`config.mk`:
```
export PLATFORM = sky130hd
export DESIGN_NAME = dram_req_ctrl
export DESIGN_NICKNAME = d
export VERILOG_FILES = /design/src/rtl/dram_req_ctrl.sv
export SDC_FILE = /design/constraint.sdc
export NUM_CORES = 1
export LEC_CHECK = 0
export BUFFER_PORTS_ARGS = -buffer_cell sky130_fd_sc_hd__buf_2
export CAP_MARGIN = 20
export CORE_MARGIN = 8
export CORE_UTILIZATION = 50
export CTS_CLUSTER_DIAMETER = 120
export CTS_CLUSTER_SIZE = 10
export DETAILED_ROUTE_END_ITERATION = 7
export PLACE_DENSITY = 0.8
export SLEW_MARGIN = 0
export SYNTH_ARGS = -nofsm -noshare
export SYNTH_HDL_FRONTEND = slang
export SYNTH_SLANG_ARGS = --single-unit
```
`constraint.sdc`:
```
create_clock -name clk -period 5.95 [get_ports clk]
set_input_delay 0.2975 -clock clk [delete_from_list [all_inputs] [get_ports clk]]
set_output_delay 0.2975 -clock clk [all_outputs]
set_load 0.1 [all_outputs]
```
`src/rtl/dram_req_ctrl.sv`:
```
// Request front end for a simple DRAM PHY: single-cycle read/write issue,
// in-order read responses tagged from a small FIFO, plus status counters.
module dram_req_ctrl #(
    parameter int RAM_ADDR   = 22,
    parameter int RAM_DWIDTH = 32,
    parameter int TAG_W      = 4,
    parameter int MAX_OUTST  = 4
) (
    input  logic                  clk,
    input  logic                  rst,
    input  logic                  req_valid,
    output logic                  req_ready,
    input  logic                  req_write,
    input  logic [RAM_ADDR-1:0]   req_addr,
    input  logic [RAM_DWIDTH-1:0] req_data,
    input  logic [TAG_W-1:0]      req_tag,
    output logic                  resp_valid,
    output logic [RAM_DWIDTH-1:0] resp_data,
    output logic [TAG_W-1:0]      resp_tag,
    output logic                  phy_wr_en,
    output logic [RAM_DWIDTH-1:0] phy_wr_din,
    output logic [RAM_ADDR-1:0]   phy_addr,
    output logic                  phy_rd_en,
    input  logic [RAM_DWIDTH-1:0] phy_rd_dout,
    input  logic                  phy_rd_valid,
    output logic                  busy,
    output logic                  err,
    output logic [31:0]           wr_cnt,
    output logic [31:0]           rd_cnt
);

    localparam int PW = $clog2(MAX_OUTST);
    localparam int CW = PW + 1;
    localparam logic [CW-1:0] FULL = CW'(MAX_OUTST);

    logic [TAG_W-1:0] tag_mem [MAX_OUTST];
    logic [PW-1:0]    wr_ptr;
    logic [PW-1:0]    rd_ptr;
    logic [CW-1:0]    count;
    logic [CW-1:0]    count_next;
    logic             accept;
    logic             wr_acc;
    logic             rd_acc;
    logic             pop;
    logic             spurious;
    logic [TAG_W-1:0] head_tag;

    assign accept   = req_valid & req_ready;
    assign wr_acc   = accept & req_write;
    assign rd_acc   = accept & ~req_write;
    // A read pushed while the FIFO is empty can be popped in the same cycle;
    // its tag then bypasses the storage array.
    assign pop      = phy_rd_valid & ((count != '0) | rd_acc);
    assign spurious = phy_rd_valid & (count == '0) & ~rd_acc;
    assign head_tag = (count == '0) ? req_tag : tag_mem[rd_ptr];
    assign busy     = (count != '0);

    always_comb begin
        count_next = count;
        case ({rd_acc, pop})
            2'b10:   count_next = count + CW'(1);
            2'b01:   count_next = count - CW'(1);
            default: count_next = count;
        endcase
    end

    always_ff @(posedge clk) begin
        if (rd_acc)
            tag_mem[wr_ptr] <= req_tag;
    end

    // req_ready is registered from the next count so it never depends on req_valid.
    always_ff @(posedge clk or posedge rst) begin
        if (rst) begin
            wr_ptr     <= '0;
            rd_ptr     <= '0;
            count      <= '0;
            req_ready  <= 1'b0;
            phy_wr_en  <= 1'b0;
            phy_rd_en  <= 1'b0;
            phy_addr   <= '0;
            phy_wr_din <= '0;
            resp_valid <= 1'b0;
            resp_data  <= '0;
            resp_tag   <= '0;
            err        <= 1'b0;
            wr_cnt     <= '0;
            rd_cnt     <= '0;
        end else begin
            count      <= count_next;
            req_ready  <= (count_next != FULL);
            phy_wr_en  <= wr_acc;
            phy_rd_en  <= rd_acc;
            resp_valid <= pop;
            if (accept)
                phy_addr <= req_addr;
            if (wr_acc) begin
                phy_wr_din <= req_data;
                wr_cnt     <= wr_cnt + 32'd1;
            end
            if (rd_acc)
                wr_ptr <= wr_ptr + PW'(1);
            if (pop) begin
                rd_ptr    <= rd_ptr + PW'(1);
                resp_data <= phy_rd_dout;
                resp_tag  <= head_tag;
                rd_cnt    <= rd_cnt + 32'd1;
            end
            if (spurious)
                err <= 1'b1;
        end
    end

endmodule

```
==> qor.yml, run 1 <==
outcome:
  outcome: "finished, final reports clean"
route:
  avgRoutedWirePerCell_um: 17.2
  via_per_inst: 5.11
  antenna_left: 0
  vias: 5398
  drt_iter0_drc: 251
  drt_first_pass_iters: 4
  totalWireLength_um: 18100
  drc_errors: 0
floorplan:
  core_sq_um: 14500
  num_rows: 44
  ios: 255
  start_util_pct: 51.2
  die_x_um: 138
  die_area_sq_um: 19000
  dieHeight_um: 138
synth:
  yosys.area_share.simple_pct: 15.2
  synthCells: 602
  synth.distinct_cells: 36
  synth_top_family_by_area: "simple AND/OR/NAND/NOR gates"
  async_reset_ff_share_pct: 91.2
  synth.ff_latch_count: 182
  synth-compound-area-share_pct: 1.48
  muxShareOfSynthArea_pct: 9.67
  yosysSeqAreaShare_pct: 62.3
  yosys_warnings: 0
  synthAdderAreaFrac_pct: 1.45
  synth_flop_cell: "dfrtp_1"
  syn-num-nets: 705
  syn-cell-area_sq_um: 7440
  synth_edf_count: 16
  avgSynthCellArea_sq_um: 12.4
  synth_xor_area_share_pct: 8.01
cts:
  post_cts_resize_count: 0
  cts_root_buf: "clkbuf_16"
  cts_max_level: 4
  cts_buffers: 17
  post_cts_buffers: 0
  cts_tree: "built"
  clk_pin_slew_ns: 0.07
  worstSkewPairLatency_ns: 0.42
  clock_path_buffers: 2
  cts_sinks: 182
  cts_hold_buf: 0
global_routing:
  grt_pass1_wl_um: 28200
  grt-ovfl-total: 0
  grt_pass1_vias: 5470
  antenna_found_initial: 0
  grt_util_all_layers_pct: 18.9
  grt_max_degree: 88
setup_path:
  worst_ep_required_time_ns: 6.25
  worstPathArrival_ns: 3.40
  crit_path_start_kind: "flop"
  cp-end-kind: "flop"
  crit_path_max_fanout: 44
  worstSetupPathType: "reg -> reg"
layout:
  fin_cells: 1056
  drive_above_1_share_pct: 41.2
  syn_to_final_growth_pct: 28.2
  insertedDiodeCount: 0
  nets: 962
  postLayoutCoreUtil_pct: 65.6
  final_area_sq_um: 9540
placement:
  dp_cells: 1022
  placed_area_sq_um: 8870
  dp.final_hpwl_um: 13500
  routabilityCongestion: 0.843
  io_buffers: 254
timing:
  fin_crit_sh_pct: 52.1
  hold_viol: 0
  finalSetupViolations: 0
  max_freq_ghz: 0.322
  skew_ns: 0.00985
  maxSlewViolCount: 0
  tightest_slew_ns: 0.975
  relSlewSlack_pct: 34.9
  rsz0062_at_grt: "false"
  period_needed_ns: 3.10
  fin_tns_setup_ns: 0
power:
  power_uw: 5220
  p_leak_uw: 0.00484
  vdd_drop_max_mv: 0.395
  cellPowerDensity_nw_per_um2: 547
run:
  cap_viol_max_count: 0
hold_path:
  hp-class: "in -> async"
-- where the power goes --
group	switching, uW	leakage, uW	internal (uW)	total (uW)
Clock	478	0.000303	691	1170
Sequential	182	0.00223	1500	1680
Combinational	1970	0.00231	400	2370
-- sequential cells by signal (all words and copies together) (netlist names) --
name        flops
phy_rd_en       1
resp_tag        4
phy_wr_en       1
resp_data      32
req_ready       1
wr_ptr          2
err             1
rd_ptr          2
rd_cnt         32
resp_valid      1
tag_mem        16
wr_cnt         32
phy_wr_din     32
phy_addr       22
count           3
-- worst paths after layout --
check	endpoint	slack, ns	startpoint	depth (start not counted)
max in group asynchronous	wr_cnt[22]	4.84	rst	4
worst max register to register	req_ready	2.85	req_ready	11
worst min-delay path	phy_addr[17]	0.03	rst	2
worst max-delay path	req_ready	2.85	req_ready	11
min in group clk	resp_data[25]	0.07	phy_rd_dout[25]	3
worst min register to register	wr_cnt[31]	0.46	wr_cnt[31]	1
-- placed cells by master, fill, tap and decap left out, types with 6 or more instances in the layout --
cell,Yosys,routed
ha_1,7,7
xor2_1,26,26
dfrtp_1,166,166
clkbuf_16,0,18
nand3_1,16,16
nand4_1,27,27
nor3_1,12,12
xnor2_1,42,42
inv_6,0,6
nand2_1,130,130
nor4_1,10,10
a21oi_1,8,8
inv_1,9,8
nor2_1,13,13
edfxtp_1,16,16
buf_2,10,254
and4_1,6,6
and3_1,14,14
mux2_2,55,55
-- cell usage after synthesis, drive strengths merged, types with 11 or more instances --
library cell / count / area (sq um)
dfrtp: 166 / 4150
nand2: 130 / 488
mux2: 55 / 619
xnor2: 42 / 368
nand4: 27 / 169
xor2: 26 / 228
edfxtp: 16 / 480
nand3: 16 / 80.1
and3: 14 / 87.6
buf: 14 / 72.6
nor2: 13 / 48.8
nor3: 13 / 76.3
inv: 11 / 41.3
-- worst max-delay path: stages, from the launching register on --
cell and delay (ns):
dfrtp_1 0.40, and3b_1 0.43, o21ai_4 0.14, buf_12 0.19, inv_2 0.54, ha_1 0.29
inv_1 0.06, fa_1 0.38, xor2_1 0.15, nor2_1 0.11, xor2_1 0.19, nand2_1 0.08
-- layout make-up --
type                            count  area (sq um)
Multi-Input combinational cell    388          2660
Timing Repair Buffer              259          1340
Clock buffer                       18           450
Fill cell                        1092          5000
Inverter                           11          46.3
Sequential cell                   182          4630
Tap cell                          184           230
Clock inverter                     14           169
-- layer usage --
layer  vias to the layer above  track usage [%]  wire, um
met4                         0             7.34       340
met2                       197             31.6      9100
li1                       2570                -         -
met5                         -                0         0
met3                        18             5.62      1600
met1                      2613             22.6      7080
-- cell families after synthesis --
| family | after synthesis |
|---|---|
| xor gates and xnor gates | 68 |
| buffers and inverters | 32 |
| AOI/OAI and AO/OA | 13 |
| DFF | 182 |
| and+or+nand+nor | 239 |
| adders and majority gates | 8 |
| muxes | 60 |
-- per-stage QoR --
| step | worst slack (ns) | hold WS, ns |
|---|---|---|
| 6_report | 2.85 | 0.0270 |
| 4_1_cts | 2.10 | 0.0455 |
| 2_1_floorplan | 1.16 | 0.396 |
| 5_1_grt | 2.56 | 0.0522 |
| 3_3_place_gp | 2.17 | 0.453 |
| 3_5_place_dp | 2.06 | 0.455 |
Note: power is estimated with default switching activity, not from simulation.
==> run 2: changes to the inputs <==
--- a/config.mk
+++ b/config.mk
@@ -5,10 +5,11 @@
 export SDC_FILE = /design/constraint.sdc
 export NUM_CORES = 1
 export LEC_CHECK = 0
+export ABC_AREA = 1
 export BUFFER_PORTS_ARGS = -buffer_cell sky130_fd_sc_hd__buf_2
 export CAP_MARGIN = 20
 export CORE_MARGIN = 8
-export CORE_UTILIZATION = 50
+export CORE_UTILIZATION = 51
 export CTS_CLUSTER_DIAMETER = 120
 export CTS_CLUSTER_SIZE = 10
 export DETAILED_ROUTE_END_ITERATION = 7
==> constraint.sdc (replaced) <==
create_clock -name clk -period 3.1 [get_ports clk]
set_input_delay 0.155 -clock clk [delete_from_list [all_inputs] [get_ports clk]]
set_output_delay 0.155 -clock clk [all_outputs]
set_load 0.1 [all_outputs]
==> run 2 against run 1 <==
Effect of this change:
- die area increased by 5.9%
- critical path type unchanged
- design area is 16% higher
- critical endpoint unchanged
- largest power group unchanged
- highest routed layer is now met5
- sequential share of layout area decreased by 6.8 points
- combinational power increased by 110%
- non-clock buffer count up 94
- clock-buffer cell count rose by 1
==> qor.yml, run 2 <==
cts:
  cts_buffers: 17
  cts_sinks: 182
  post_cts_resize_count: 0
  clock_path_buffers: 2
  post_cts_buffers: 0
  clk_pin_slew_ns: 0.07
  worstSkewPairLatency_ns: 0.43
  cts_max_level: 4
  cts_root_buf: "clkbuf_16"
  cts_tree: "built"
  cts_hold_buf: 92
power:
  p_leak_uw: 0.00568
  internal_power_uw: 4830
  cellPowerDensity_nw_per_um2: 934
  pwr-share-clk_pct: 19.9
  p_comb_share_pct: 48.7
  swShare_pct: 53.4
  pwr-share-seq_pct: 31.4
  power_uw: 10400
  vdd_drop_max_mv: 0.720
  p_sw_uw: 5530
floorplan:
  num_rows: 46
  core_sq_um: 15700
  ios: 255
  die_area_sq_um: 20200
  dieHeight_um: 142
  die_x_um: 142
  start_util_pct: 51.5
timing:
  maxSlewViolCount: 0
  fin_tns_setup_ns: 0
  finalSetupViolations: 0
  tightest_slew_ns: 0.893
  skew_ns: 0.0140
  fin_crit_sh_pct: 75.9
  relSlewSlack_pct: 40.5
  hold_viol: 0
  max_freq_ghz: 0.425
  period_needed_ns: 2.35
  rsz0062_at_grt: "false"
setup_path:
  worstPathArrival_ns: 2.72
  critPathMaxStageDelay_ns: 0.43
  rr_worst_depth: 10
  critPathSlowestCell: "fa_1"
  crit_path_start_kind: "flop"
  crit_path_max_fanout: 10
  reg2reg_from: "count[0]"
  rr_endpoint: "req_ready"
  path_depth: 10
  cp-end-kind: "flop"
  cp_num_buf_inv: 1
  r2r_slack_ns: 0.75
  cp_cell_sequence: "nor2_1, nand2_1, nor2_1, nor2_4, ha_1, inv_1, fa_1, o21ai_0, nor2_1, nand2_1"
  cp_top_family: "simple AND/OR/NAND/NOR gates"
  worstSetupPathType: "reg -> reg"
  crit_top_cell: "nor2_1"
  worst_ep_required_time_ns: 3.47
layout:
  drive_above_1_share_pct: 26.3
  nets: 1369
  layout_commonest_cell: "nand2_1"
  syn_to_final_growth_pct: 37.0
  mostFrequentLayoutCells: "nand2_1 (403), buf_2 (254), dfrtp_1 (166)"
synth:
  avgSynthCellArea_sq_um: 8.83
  async_reset_ff_share_pct: 91.2
  syn-cell-area_sq_um: 8100
  yosysTopAreaCell: "dfrtp_1"
  syn-num-nets: 1020
  synth_top_area_share_pct: 51.3
  yosys_warnings: 0
  synth.ff_latch_count: 182
  synth_top_cells_by_count: "nand2_1 (403), dfrtp_1 (166), nor2_1 (86), inv_1 (49), nand3_1 (31)"
  yosysSeqAreaShare_pct: 57.2
  synth_flop_cell: "dfrtp_1"
  synthCells: 917
  synth.area.top_cells: "dfrtp_1 (51%), nand2_1 (19%), edfxtp_1 (5.9%)"
  synth.distinct_cells: 30
  synth.most_common_cell: "nand2_1"
  synth_edf_count: 16
global_routing:
  grt_util_all_layers_pct: 23.5
  grt_max_degree: 94
  grt-ovfl-total: 0
  grt_pass1_wl_um: 37500
  grt_pass1_vias: 7722
  antenna_found_initial: 2
route:
  drc_errors: 0
  vias: 7407
  avgRoutedWirePerCell_um: 15.7
  totalWireLength_um: 23500
  antenna_left: 0
  via_per_inst: 4.94
  drt_iter0_drc: 328
  drt_first_pass_iters: 5
hold_path:
  whs_endpoint: "phy_rd_en"
  whs_path_depth: 3
  hp-class: "in -> reg"
  min-delay-start: "req_valid"
placement:
  dp.final_hpwl_um: 15500
  routabilityCongestion: 0.934
  io_buffers: 254
outcome:
  outcome: "finished, final reports clean"
run:
  cap_viol_max_count: 0
## run 2: final cells by class
type | instances | area (sq um)
tap | 216 | 270
antenna | 3 | 7.51
sequential | 182 | 4630
fill | 1183 | 4620
clock inverter | 13 | 110
multi-input combinational | 660 | 3160
timing repair buffer | 353 | 2260
inverter | 52 | 199
clock buffer | 19 | 454
## run 2: how the worst max path moves through the flow
| stage | from | to |
|---|---|---|
| after floorplan | req_ready | req_ready |
| after global placement | count[0] | req_ready |
| after detailed placement | count[0] | req_ready |
| after CTS | count[0] | req_ready |
| after global routing | count[0] | req_ready |
| final | count[0] | req_ready |
## run 2: layer usage
layer  share of wire, %  vias up  routed length (um)  global-route usage, %
met5              0.060        -                  14                      0
met4                2.1        2                 493                   9.67
li1                   -     3572                   -                      -
met2                 51      292               12000                   40.3
met1                 39     3498                9080                   26.2
met3                8.1       43                1900                   7.95
## run 2: cell families after synthesis
group | Yosys count | synth area share [%]
AND/OR/NAND/NOR | 580 | 29.8
flip-flops | 182 | 57.2
buffers and inverters | 75 | 3.80
XOR/XNOR | 33 | 3.57
multiplexers | 22 | 3.06
AO/OA/AOI/OAI | 17 | 1.21
adder cells (fa/ha/maj) | 8 | 1.33
## run 2: per-stage QoR
stage,hold WS (ns),utilization (%),setup slack (ns),instances,instance area [sq um]
3_5_place_dp,0.354,61.1,0.768,1371,9600
6_report,0.0327,70.6,0.749,1498,11100
3_3_place_gp,0.347,61.1,0.921,1371,9600
2_1_floorplan,0.232,-,0.101,917,8100
5_1_grt,0.0249,70.6,0.558,1496,11100
4_1_cts,0.0203,70.6,0.748,1495,11100
## run 2: worst register-to-register path, delay by kind of cell (launching register included)
kind / cells / cell delay (ns)
and+or+nand+nor: 6 / 0.88
AOI/OAI and AO/OA: 1 / 0.31
buffers and inverters: 1 / 0.10
adders and majority gates: 2 / 0.61
DFF: 1 / 0.41
## run 2: power groups by stage
stage | Clock [uW] | Sequential, uW | Combinational, uW
finish | 2060 | 3260 | 5050
global route | 2190 | 3320 | 5260
CTS | 2090 | 3230 | 5040
detailed placement | 0 | 3270 | 4940
global placement | 0 | 3250 | 4880
floorplan | 0 | 6360 | 959
==> run 3: changes to the inputs <==
==> constraint.sdc (replaced) <==
create_clock -name clk -period 2.35 [get_ports clk]
set_input_delay 0.1175 -clock clk [delete_from_list [all_inputs] [get_ports clk]]
set_output_delay 0.1175 -clock clk [all_outputs]
set_load 0.1 [all_outputs]
==> run 3 against run 2 <==
Effect of this change:
- sequential power grew 32%
- hold slack better by 0.069 ns
- sequential share of layout area shrank 0.34 points
- global-route usage up 0.63 points
- critical endpoint unchanged
- critical path type unchanged
==> qor.yml, run 3 (synthesized netlist as in run 2, its figures left out) <==
setup_path:
  crit_path_start_kind: "flop"
  worstPathArrival_ns: 2.53
  cp_top_family: "simple AND/OR/NAND/NOR gates"
  critPathSlowestCell: "fa_2"
  crit_path_max_fanout: 3
  worst_ep_required_time_ns: 2.70
  cp-end-kind: "flop"
  cp_cell_sequence: "nor2_1, nand2_4, nor2_1, nor2_4, ha_1, inv_1, fa_2, o21ai_0, nor2_1, nand2_1"
  crit_top_cell: "nor2_1"
  cp_num_buf_inv: 1
  critPathMaxStageDelay_ns: 0.44
  worstSetupPathType: "reg -> reg"
outcome:
  outcome: "finished, final reports clean"
layout:
  drive_above_1_share_pct: 26.6
  nets: 1371
  syn_to_final_growth_pct: 38.2
  mostFrequentLayoutCells: "nand2_1 (401), buf_2 (254), dfrtp_1 (165)"
  ff_latch_area_sq_um: 4640
  postLayoutCoreUtil_pct: 71.2
  layout_commonest_cell: "nand2_1"
  fill_cells: 1149
  multi_input_area_sq_um: 3180
  final_area_sq_um: 11200
cts:
  cts_max_level: 4
  cts_hold_buf: 93
  clk_pin_slew_ns: 0.07
  cts_buffers: 17
  cts_tree: "built"
  clock_path_buffers: 2
  worstSkewPairLatency_ns: 0.42
  cts_sinks: 182
  post_cts_resize_count: 0
  cts_root_buf: "clkbuf_16"
  post_cts_buffers: 0
placement:
  io_buffers: 254
  post-place-ws_ns: 0.203
  routabilityCongestion: 0.959
  placed_area_sq_um: 9640
  dp.final_hpwl_um: 15400
route:
  antenna_left: 0
  drc_errors: 0
  drt_iter0_drc: 352
  vias: 7426
  totalWireLength_um: 23500
  drt_first_pass_iters: 4
  avgRoutedWirePerCell_um: 15.7
  via_per_inst: 4.95
floorplan:
  die_x_um: 142
  core_sq_um: 15700
  num_rows: 46
  ios: 255
  dieHeight_um: 142
  start_util_pct: 51.5
  die_area_sq_um: 20200
power:
  swShare_pct: 52.3
  pwr-share-seq_pct: 30.9
  p_sw_uw: 7280
  vdd_drop_max_mv: 0.918
  internal_power_uw: 6630
  pwr-share-clk_pct: 20.9
  cellPowerDensity_nw_per_um2: 1240
  p_leak_uw: 0.00573
  p_comb_share_pct: 48.2
global_routing:
  grt-ovfl-total: 0
  grt_pass1_vias: 7804
  grt_util_all_layers_pct: 24.1
  grt_pass1_wl_um: 38600
  grt_max_degree: 105
  antenna_found_initial: 1
timing:
  hold_viol: 0
  rsz0062_at_grt: "false"
  whs_ns: 0.102
  finalSetupViolations: 0
  period_needed_ns: 2.17
  relSlewSlack_pct: 61.5
  maxSlewViolCount: 0
  tightest_slew_ns: 0.577
  setup_slack_ns: 0.176
  skew_ns: 0.00694
  max_freq_ghz: 0.460
  fin_crit_sh_pct: 92.5
run:
  cap_viol_max_count: 0
hold_path:
  hp-class: "in -> reg"
[run 3: changes by cell type in the layout (fill, tap and decap cells not counted), moves of 2 or more]
| cell | previous run | this run |
|---|---|---|
| nand2_4 | 1 | 3 |
| bufinv_16 | 0 | 2 |
| nand2_1 | 403 | 401 |
| inv_8 | 3 | 1 |
[run 3: power groups by stage]
stage | Combinational (uW) | Clock (uW) | Sequential (uW)
floorplan | 1290 | 0 | 8400
global placement | 6470 | 0 | 4290
detailed placement | 6550 | 0 | 4320
CTS | 6690 | 2950 | 4280
global route | 6990 | 3090 | 4390
finish | 6700 | 2900 | 4300
[run 3: area by class of cell]
type	count	share of cell area (%)
sequential	182	41.4
multi-input combinational	660	28.5
timing repair buffer	355	20.4
clock buffer	20	4.18
tap	216	2.42
inverter	52	1.78
clock inverter	11	1.23
antenna	3	0.0671
[run 3: routing by layer]
| metal | global-route usage, % | routed length (um) |
|---|---|---|
| met5 | 0 | 0 |
| met4 | 9.61 | 626 |
| met3 | 7.01 | 1950 |
| met2 | 41.8 | 11900 |
| met1 | 27.4 | 9080 |
[run 3: worst paths after layout]
check	startpoint	to	slack [ns]	cells past startpoint
worst max register to register	count[0]	req_ready	0.18	10
worst min-delay path	phy_rd_valid	err	0.10	3
worst max-delay path	count[0]	req_ready	0.18	10
min in group asynchronous	rst	resp_valid	0.39	4
max in group asynchronous	rst	wr_cnt[30]	1.46	4
worst min register to register	phy_wr_din[19]	phy_wr_din[19]	0.47	2
[run 3: worst reg2reg max path, cell delays in order, from the launching register on]
cell and delay [ns]:
dfrtp_1 0.41, nor2_1 0.26, nand2_4 0.07, nor2_1 0.19, nor2_4 0.06, ha_1 0.19, inv_1 0.10, fa_2 0.44
o21ai_0 0.26, nor2_1 0.08, nand2_1 0.07
[run 3: metrics by stage]
| step | total power (uW) | instances | setup TNS (ns) |
|---|---|---|---|
| 6_report | 13900 | 1499 | 0 |
| 5_1_grt | 14500 | 1497 | 0 |
| 4_1_cts | 13900 | 1496 | 0 |
| 3_5_place_dp | 10900 | 1372 | 0 |
| 3_3_place_gp | 10800 | 1372 | 0 |
| 2_1_floorplan | 9690 | 917 | -0.140 |
